File: src/rtl/parity_req_arbiter_pkg.sv
// Shared types for the parity request arbiter.
//   byte_fields_t : a data byte viewed as four 2-bit fields, x1 = [7:6] .. x4 = [1:0]
//   par_result_t  : parity / all-ones pair produced for one byte
//   res_state_t   : occupancy of the single-entry result register
package parity_arb_pkg;

  typedef struct packed {
    logic [1:0] x1;
    logic [1:0] x2;
    logic [1:0] x3;
    logic [1:0] x4;
  } byte_fields_t;

  typedef struct packed {
    logic parity;
    logic all_ones;
  } par_result_t;

  typedef enum logic {
    RES_EMPTY = 1'b0,
    RES_FULL  = 1'b1
  } res_state_t;

endpackage

File: src/rtl/parity_req_arbiter_if.sv
// Bus between the byte-producing requesters / result consumer and the arbiter.
//   req_valid[NUM_REQ]     : request pending, one bit per requester
//   req_data[NUM_REQ*8]    : byte of requester i at [8i+7:8i]
//   req_ready[NUM_REQ]     : one-hot (or zero) grant this cycle
//   res_valid / res_ready  : result handshake
//   res_id                 : requester index that produced the result
//   res_parity / res_all_ones : result bits
// master = requesters and consumer side, slave = arbiter side.
interface parity_req_arbiter_if #(
  parameter int NUM_REQ = 4
);
  import parity_arb_pkg::*;

  localparam int ID_W = $clog2(NUM_REQ);

  logic [NUM_REQ-1:0]   req_valid;
  logic [NUM_REQ*8-1:0] req_data;
  logic [NUM_REQ-1:0]   req_ready;
  logic                 res_valid;
  logic                 res_ready;
  logic [ID_W-1:0]      res_id;
  logic                 res_parity;
  logic                 res_all_ones;

  modport master (
    output req_valid, req_data, res_ready,
    input  req_ready, res_valid, res_id, res_parity, res_all_ones
  );

  modport slave (
    input  req_valid, req_data, res_ready,
    output req_ready, res_valid, res_id, res_parity, res_all_ones
  );

endinterface

File: src/rtl/parity_req_arbiter_byte_parity_unit.sv
// Combinational parity / all-ones reduction of one byte.
//   fields : input byte as four 2-bit fields
//   result : parity (even parity bit, or odd-parity check bit when
//            PARITY_ARB_ODD_EN is defined) and all-ones flag
module byte_parity_unit
  import parity_arb_pkg::*;
(
  input  byte_fields_t fields,
  output par_result_t  result
);

  logic [7:0] bits;

  assign bits = {fields.x1, fields.x2, fields.x3, fields.x4};

`ifdef PARITY_ARB_ODD_EN
  assign result.parity = ~(^bits);
`else
  assign result.parity = ^bits;
`endif

  assign result.all_ones = &bits;

endmodule

File: src/rtl/parity_req_arbiter.sv
// Round-robin front end sharing one byte parity/all-ones datapath among
// NUM_REQ requesters, with a single registered, id-tagged result slot.
//   clk : clock, rising edge
//   rst : synchronous active-high reset
//   bus : parity_req_arbiter_if.slave (request and result handshakes)
// Optional build macro: PARITY_ARB_ODD_EN (odd-parity check bit on res_parity).
module parity_req_arbiter
  import parity_arb_pkg::*;
#(
  parameter int NUM_REQ = 4
) (
  input  logic                  clk,
  input  logic                  rst,
  parity_req_arbiter_if.slave   bus
);

  localparam int ID_W = $clog2(NUM_REQ);

  res_state_t      state_reg, state_next;
  logic [ID_W-1:0] rr_ptr_reg, rr_ptr_next;
  logic [ID_W-1:0] res_id_reg;
  par_result_t     res_bits_reg;

  logic [7:0]      req_bytes [NUM_REQ];
  logic            free;
  logic            grant_found;
  logic [ID_W-1:0] grant_idx;
  logic [ID_W-1:0] scan_id;
  logic            accept;
  byte_fields_t    granted_fields;
  par_result_t     unit_result;

  genvar gi;
  generate
    for (gi = 0; gi < NUM_REQ; gi++) begin : g_bytes
      assign req_bytes[gi] = bus.req_data[8*gi +: 8];
    end
  endgenerate

  // A held result blocks new grants; a result being popped frees the slot
  // in the same cycle so pop+push runs without bubbles.
  assign free = (state_reg == RES_EMPTY) || bus.res_ready;

  // First pending requester scanning from rr_ptr upward, modulo NUM_REQ.
  always_comb begin
    grant_found = 1'b0;
    grant_idx   = '0;
    scan_id     = '0;
    for (int k = 0; k < NUM_REQ; k++) begin
      scan_id = ID_W'((int'(rr_ptr_reg) + k) % NUM_REQ);
      if (!grant_found && bus.req_valid[scan_id]) begin
        grant_found = 1'b1;
        grant_idx   = scan_id;
      end
    end
  end

  assign accept = free && grant_found && !rst;

  always_comb begin
    bus.req_ready = '0;
    if (accept) begin
      bus.req_ready[grant_idx] = 1'b1;
    end
  end

  // Only the granted byte reaches the datapath.
  assign granted_fields = byte_fields_t'(req_bytes[grant_idx]);

  byte_parity_unit u_parity (
    .fields (granted_fields),
    .result (unit_result)
  );

  always_comb begin
    state_next  = state_reg;
    rr_ptr_next = rr_ptr_reg;
    case (state_reg)
      RES_EMPTY: if (accept) state_next = RES_FULL;
      RES_FULL:  if (bus.res_ready && !accept) state_next = RES_EMPTY;
      default:   state_next = RES_EMPTY;
    endcase
    if (accept) begin
      rr_ptr_next = (grant_idx == ID_W'(NUM_REQ - 1)) ? '0 : grant_idx + 1'b1;
    end
  end

  always_ff @(posedge clk) begin
    if (rst) begin
      state_reg    <= RES_EMPTY;
      rr_ptr_reg   <= '0;
      res_id_reg   <= '0;
      res_bits_reg <= '0;
    end else begin
      state_reg  <= state_next;
      rr_ptr_reg <= rr_ptr_next;
      if (accept) begin
        res_id_reg   <= grant_idx;
        res_bits_reg <= unit_result;
      end
    end
  end

  assign bus.res_valid    = (state_reg == RES_FULL);
  assign bus.res_id       = res_id_reg;
  assign bus.res_parity   = res_bits_reg.parity;
  assign bus.res_all_ones = res_bits_reg.all_ones;

endmodule

File: src/flat_wrapper.sv
// flat-port wrapper written by rule: the top's interface ports become plain ports
module parity_req_arbiter_flat import parity_arb_pkg::*;
#(
  parameter int NUM_REQ = 4
)
  (clk, rst, bus_req_valid, bus_req_data, bus_res_ready, bus_req_ready, bus_res_valid, bus_res_id, bus_res_parity, bus_res_all_ones);
  parity_req_arbiter_if #(.NUM_REQ(NUM_REQ)) bus_i ();
  input  logic clk;
  input  logic rst;
  input wire logic [$bits(bus_i.req_valid)-1:0] bus_req_valid;
  input wire logic [$bits(bus_i.req_data)-1:0] bus_req_data;
  input wire logic [$bits(bus_i.res_ready)-1:0] bus_res_ready;
  output wire logic [$bits(bus_i.req_ready)-1:0] bus_req_ready;
  output wire logic [$bits(bus_i.res_valid)-1:0] bus_res_valid;
  output wire logic [$bits(bus_i.res_id)-1:0] bus_res_id;
  output wire logic [$bits(bus_i.res_parity)-1:0] bus_res_parity;
  output wire logic [$bits(bus_i.res_all_ones)-1:0] bus_res_all_ones;
  assign bus_i.req_valid = bus_req_valid;
  assign bus_i.req_data = bus_req_data;
  assign bus_i.res_ready = bus_res_ready;
  assign bus_req_ready = bus_i.req_ready;
  assign bus_res_valid = bus_i.res_valid;
  assign bus_res_id = bus_i.res_id;
  assign bus_res_parity = bus_i.res_parity;
  assign bus_res_all_ones = bus_i.res_all_ones;
  parity_req_arbiter #(.NUM_REQ(NUM_REQ)) u_core (.clk(clk), .rst(rst), .bus(bus_i));
endmodule
File: config.mk
export PLATFORM = sky130hd
export DESIGN_NAME = parity_req_arbiter_flat
export DESIGN_NICKNAME = d
export VERILOG_FILES = /design/src/rtl/parity_req_arbiter_pkg.sv /design/src/rtl/parity_req_arbiter_if.sv /design/src/rtl/parity_req_arbiter_byte_parity_unit.sv /design/src/rtl/parity_req_arbiter.sv /design/src/flat_wrapper.sv
export SDC_FILE = /design/constraint.sdc
export NUM_CORES = 1
export LEC_CHECK = 0
export CAP_MARGIN = 20
export CORE_ASPECT_RATIO = 1.1
export CORE_UTILIZATION = 40
export DETAILED_ROUTE_END_ITERATION = 12
export PLACE_DENSITY = 0.85
export RECOVER_POWER = 50
export SLEW_MARGIN = 5
export SYNTH_ARGS = -nofsm -noshare
export SYNTH_HDL_FRONTEND = slang
export SYNTH_SLANG_ARGS = --single-unit
File: constraint.sdc
create_clock -name clk -period 5 [get_ports clk]
set_clock_uncertainty 0.05 [all_clocks]
set_input_delay 1 -clock clk [delete_from_list [all_inputs] [get_ports clk]]
set_output_delay 1 -clock clk [all_outputs]
set_load 0.01 [all_outputs]
=== Yosys cells after proc, flatten, opt, wreduce, memory -nomap -nowiden ===
Cells that the tools add are included.

* Output and inout bits: 9
* Register bits: 7

* $lt $le $gt $ge: 7
* Equal/unequal tests: 1
* Multiplexer cells: 26
* Bitwise logic cells: 2
* Reductions and logical operators: 15
* Add/sub/neg operators: 4

{| class="wikitable"
|+ Operators by type and width
! cell !! count
|-
| 8-bit binary-select mux with 2-bit select || 1
|-
| 8-bit two-way mux || 2
|-
| 2-bit by 3-bit less-than comparator with 1-bit output, second input constant || 5
|-
| 1-bit two-way mux || 11
|-
| 2-bit two-way mux || 5
|-
| 1-bit binary-select mux with 2-bit select || 4
|-
| 8-bit AND reduction || 1
|-
| 8-bit parity || 1
|-
| 1-bit logical AND || 7
|-
| 1-bit logical NOT || 5
|-
| 2-bit by 1-bit adder with 2-bit output, second input constant || 2
|-
| 2-bit adder, second input constant || 2
|-
| 4-bit two-way mux || 1
|-
| 3-bit greater-or-equal comparator, second input constant || 1
|-
| 2-bit NOT with 3-bit output || 1
|-
| 1-bit demux with 2-bit select || 1
|-
| 2-bit == test, second input constant || 1
|-
| 2-bit by 1-bit greater-or-equal comparator with 1-bit output, second input constant || 1
|-
| 1-bit case mux with 2 select lines || 1
|-
| 1-bit logical OR || 1
|-
| 1-bit NOT || 1
|}

=== Depth between registers and ports, before layout ===
* Word-level depth: 18
* Depth in mapped cells: 12

=== Cells and area by module ===
From an unflattened synthesis, not the netlist that was laid out.

* Cells, all modules: 134
* Area total of the unflattened synthesis: 1,024.7 sq um

{| class="wikitable"
|+ By module, submodules not included
! module !! cells an instance !! instances !! sequential area each (sq um) !! area an instance (sq um)
|-
| parity_req_arbiter || 126 || 1 || 140.1 || 939.7
|-
| byte_parity_unit || 8 || 1 || 0.0 || 85.1
|}

=== Least setup slack after synthesis ===
OpenSTA, ideal clock, no wires.

* Kind: input port to output port
* From: in bus_req_valid[2]
* To: out bus_req_ready[0]
* Stages: 6
* Arrival: 1.983 ns
* Setup slack: 1.967 ns
* Cell sequence: mux2i_1 o22ai_1 nor2_4 inv_1 ha_1 and2_1

* Cells in the longest elaborated chain, start to end: 17

{| class="wikitable"
|+ RTL lines
! what !! RTL line !! text
|-
| start: declaration || flat_wrapper.sv:10 || <nowiki>input wire logic [$bits(bus_i.req_valid)-1:0] bus_req_valid;</nowiki>
|-
| 1-bit binary-select mux with 2-bit select || parity_req_arbiter.sv:51 || <nowiki>if (!grant_found && bus.req_valid[scan_id]) begin</nowiki>
|-
| 1-bit two-way mux (implied by the code) || parity_req_arbiter.sv:51 ||
|-
| 1-bit two-way mux || parity_req_arbiter.sv:51 ||
|-
| 1-bit logical NOT || parity_req_arbiter.sv:51 ||
|-
| 1-bit logical AND || parity_req_arbiter.sv:51 ||
|-
| 1-bit two-way mux || parity_req_arbiter.sv:51 ||
|-
| 1-bit logical NOT || parity_req_arbiter.sv:51 ||
|-
| 1-bit logical AND || parity_req_arbiter.sv:51 ||
|-
| [... 2 more ...] || -- ||
|-
| 1-bit logical AND || parity_req_arbiter.sv:51 ||
|-
| 2-bit two-way mux * || parity_req_arbiter.sv:51 ||
|-
| net u_core.grant_idx[0] || parity_req_arbiter.sv:27 || <nowiki>logic [ID_W-1:0] grant_idx;</nowiki>
|-
| 2-bit by 3-bit less-than comparator with 1-bit output (implied by the code) / 2-bit by 1-bit greater-or-equal comparator with 1-bit output (equally long branches) || parity_req_arbiter.sv:63 || <nowiki>bus.req_ready[grant_idx] = 1'b1;</nowiki>
|-
| 1-bit logical AND (implied by the code) || parity_req_arbiter.sv:63 ||
|-
| 1-bit two-way mux (implied by the code) || parity_req_arbiter.sv:63 ||
|-
| 1-bit demux with 2-bit select * || -- ||
|-
| 4-bit two-way mux * || parity_req_arbiter.sv:62 || <nowiki>if (accept) begin</nowiki>
|-
| end: declaration || flat_wrapper.sv:13 || <nowiki>output wire logic [$bits(bus_i.req_ready)-1:0] bus_req_ready;</nowiki>
|}

Mark *: on every way through the listed nets, which the timed path passes. The rest lies on a longest branch. The select of a mux whose other input is x is not followed.

=== Worst setup path after layout ===
* From: in bus_req_valid[1]
* To: out bus_req_ready[1]

* Cells in the longest elaborated chain, start to end: 17

{| class="wikitable"
|+ RTL lines
! what !! RTL line
|-
| 1-bit binary-select mux with 2-bit select || parity_req_arbiter.sv:51
|-
| 1-bit two-way mux (implied by the code) || parity_req_arbiter.sv:51
|-
| 1-bit two-way mux || parity_req_arbiter.sv:51
|-
| 1-bit logical NOT || parity_req_arbiter.sv:51
|-
| 1-bit logical AND || parity_req_arbiter.sv:51
|-
| 1-bit two-way mux || parity_req_arbiter.sv:51
|-
| 1-bit logical NOT || parity_req_arbiter.sv:51
|-
| 1-bit logical AND || parity_req_arbiter.sv:51
|-
| 1-bit two-way mux || parity_req_arbiter.sv:51
|-
| 1-bit logical NOT || parity_req_arbiter.sv:51
|-
| 1-bit logical AND || parity_req_arbiter.sv:51
|-
| 2-bit two-way mux || parity_req_arbiter.sv:51
|-
| 2-bit by 3-bit less-than comparator with 1-bit output (implied by the code) / 2-bit by 1-bit greater-or-equal comparator with 1-bit output (equally long branches) || parity_req_arbiter.sv:63
|-
| 1-bit logical AND (implied by the code) || parity_req_arbiter.sv:63
|-
| 1-bit two-way mux (implied by the code) || parity_req_arbiter.sv:63
|-
| 1-bit demux with 2-bit select || --
|-
| 4-bit two-way mux * || parity_req_arbiter.sv:62
|}

Every way passes the cells marked *; elsewhere a longest branch is shown, timed or not. The select of a mux whose other input is x is not followed.

==> summary.txt <==
CP max stage delay = 0.61 ns
RSZ-0062 raised after global routing = no
Die Y = 49.0 um
P_int = 224 uW
Hold crit path type = register to register
Die W = 44.8 um
FMAX = 231 MHz
WL/cell = 11.5 um
Status = completed
Hpwl dp = 1600 um
Cells after Synth = 85
Detailed-route via count = 780
Tot Pwr = 353 uW
Synth Cell Area = 805 um^2
First-pass GRT wire length = 2970 um
Initial core utilization = 0.437
Sink Count = 7
Most common cell after layout, fill and taps aside = clkdlybuf4s50_1
Max_cap viols = 0
Worst slew pin tran = 0.584 ns
Final setup viols = 0
Sequential share of power = 0.209
Area share of the largest cell type after synthesis = 0.336
Vias in the first global route = 776
Detailed Route Iter0 Violations = 0
Routability cong. = 0.797
Compound-Gate Fraction of Synth Area = 0.0964
Commonest cells after routing, fill and taps aside = 41 x clkdlybuf4s50_1, 27 x mux2i_1, 8 x ha_1, 7 x dfxtp_1, 6 x dlygate4sd3_1
Peak VDD IR = 0.000147 V
Diodes inserted = 0
Die area = 2190 um^2
Number of detailed-route iterations in the first pass = 1
XOR/XNOR Fraction of Synth Area = 0.0327
Clk slew on worst S/H paths = 0.05 ns
Largest net degree at the start of global routing = 15
Area occupied by multi-input gates = 611 um^2
Register area share after synthesis = 0.174
Clock power share = 0.148
Register Area = 140 um^2
Remaining global-route overflow = 0
Cts-stage hold buffer count = 0
Ranking of synthesized cells by area = mux2i_1 34%, dfxtp_1 17%, ha_1 12%
Net Count, Synth = 132
Adder-cell area share of the yosys netlist = 0.124
Num CTS Buffers = 3
Fin. Hold Viols = 0
Vias/cell = 4.81
Crit path cell chain = dlygate4sd3_1 -> nand3b_1 -> a2bb2oi_2 -> inv_1 -> ha_1 -> and2_1 -> clkdlybuf4s50_1
Comb power frac = 0.642
DRC = 0
Later-pin clock latency in the skew report = 0.26 ns
Initial antenna violation count = 0
Synth warn = 0
I/O Buffers = 47
Cell taking the most area after synthesis = mux2i_1
Worst setup EP type = output port
Critical path type = input port to output port
Clk Tree Root Cell = clkbuf_4
Number of nets in the layout = 183
CP Launch Type = input port
Worst path arrival time = 3.27 ns
Clock Path Buffers = 2
Num rows = 16
Crit-path slowest cell = dlygate4sd3_1
Postcts setup bufs = 0
Pwr/cell area = 271 nW/um^2
Final design utilization = 0.708
Final worst path period share = 0.864
Avg Cell Area, Syn = 9.46 um^2
Switching part of the total = 0.366
CTS tree = yes
Simple-gate share of the synthesized area = 0.177
Sw Pwr = 129 uW
Pins Over Slew Limit = 0
Period minus WS final = 4.32 ns
GRT Resource Usage Total = 0.182
Fraction of layout cells with a size suffix above 1 = 0.0593
Multiplexer share of the synthesized area = 0.336
H-Tree Depth = 1
Flops & latches, synth = 7
Combinational family with the most area after synthesis = multiplexers
Leakage = 0.549 nW
Final WL = 1860 um
Max transition margin = 0.610
I/O Pins = 48
Distinct cells, synth = 25
Fill cells = 162
Floorplan Core Area = 1840 um^2
Worst-path fanout max = 10
Antenna-violating nets left = 0
Area Growth Syn to Fin = 62.1%
Resized Gates After CTS = 0
Setup TNS = 0 ns
CP required = 3.95 ns
==> cell usage after synthesis (all sizes together) <==
master    n
mux2i    27
nor4      1
nor2      4
buf       3
nand3b    1
xor2      1
and4      1
a21oi     5
a2bb2oi   1
ha        8
and2      4
nor3b     1
o22ai     1
or2b      1
inv       3
dfxtp     7
o21ai     4
xnor2     2
nand2b    5
nand2     4
o31ai     1
==> worst max-delay path, delay by kind of cell <==
kind	cells	cell delay (ns)
AND/OR/NAND/NOR	2	0.33
buffers and inverters	3	1.22
adder cells (fa/ha/maj)	1	0.21
AO/OA/AOI/OAI	1	0.50
==> final cells by class <==
class	count	share of cell area
flip-flops and latches	7	0.107
multi-input cells	72	0.468
well taps	27	0.0259
repair buffers	49	0.369
inverters	3	0.00864
clock buffers	4	0.0202
==> worst paths after layout <==
path                            depth (start not counted)               endpoint             startpoint  slack [ns]
worst min register to register                          2  u_core.bus.res_parity  u_core.bus.res_parity        0.42
worst max register to register                         11  u_core.bus.res_parity   u_core.rr_ptr_reg[1]        2.33
worst max-delay path                                    7       bus_req_ready[1]       bus_req_valid[1]        0.68
worst min-delay path                                    2  u_core.bus.res_parity  u_core.bus.res_parity        0.42
==> power by group through the flow <==
stage / clock network (mW) / logic [mW] / registers (mW)
global placement: 0 / 0.224 / 0.0752
finish: 0.0524 / 0.227 / 0.0739
detailed placement: 0 / 0.233 / 0.0753
CTS: 0.0545 / 0.233 / 0.0744
global route: 0.0577 / 0.250 / 0.0754
floorplan: 0 / 0.165 / 0.0771
==> layer usage <==
metal	vias to the layer above	global-route usage	wire, um
met5	-	0	0
met4	0	0.0758	21
met3	6	0.0556	164
met2	49	0.326	918
met1	322	0.187	759
li1	403	-	-
==> through the flow <==
stage / worst slack (ns) / instances / cell area [um^2] / hold WS, ns
3_5_place_dp: 0.771 / 158 / 1290 / 0.413
6_report: 0.679 / 162 / 1300 / 0.417
3_3_place_gp: 0.837 / 158 / 1290 / 0.415
4_1_cts: 0.759 / 162 / 1310 / 0.425
5_1_grt: 0.522 / 162 / 1300 / 0.438
2_1_floorplan: 1.97 / 85 / 805 / 0.442
==> cells by family after synthesis <==
logic type               after synthesis
multiplexers                          27
AND/OR/NAND/NOR                       22
buffers and inverters                  6
XOR/XNOR                               3
AO/OA/AOI/OAI                         12
flip-flops                             7
adder cells (fa/ha/maj)                8
(Power assumes the default switching activity.)
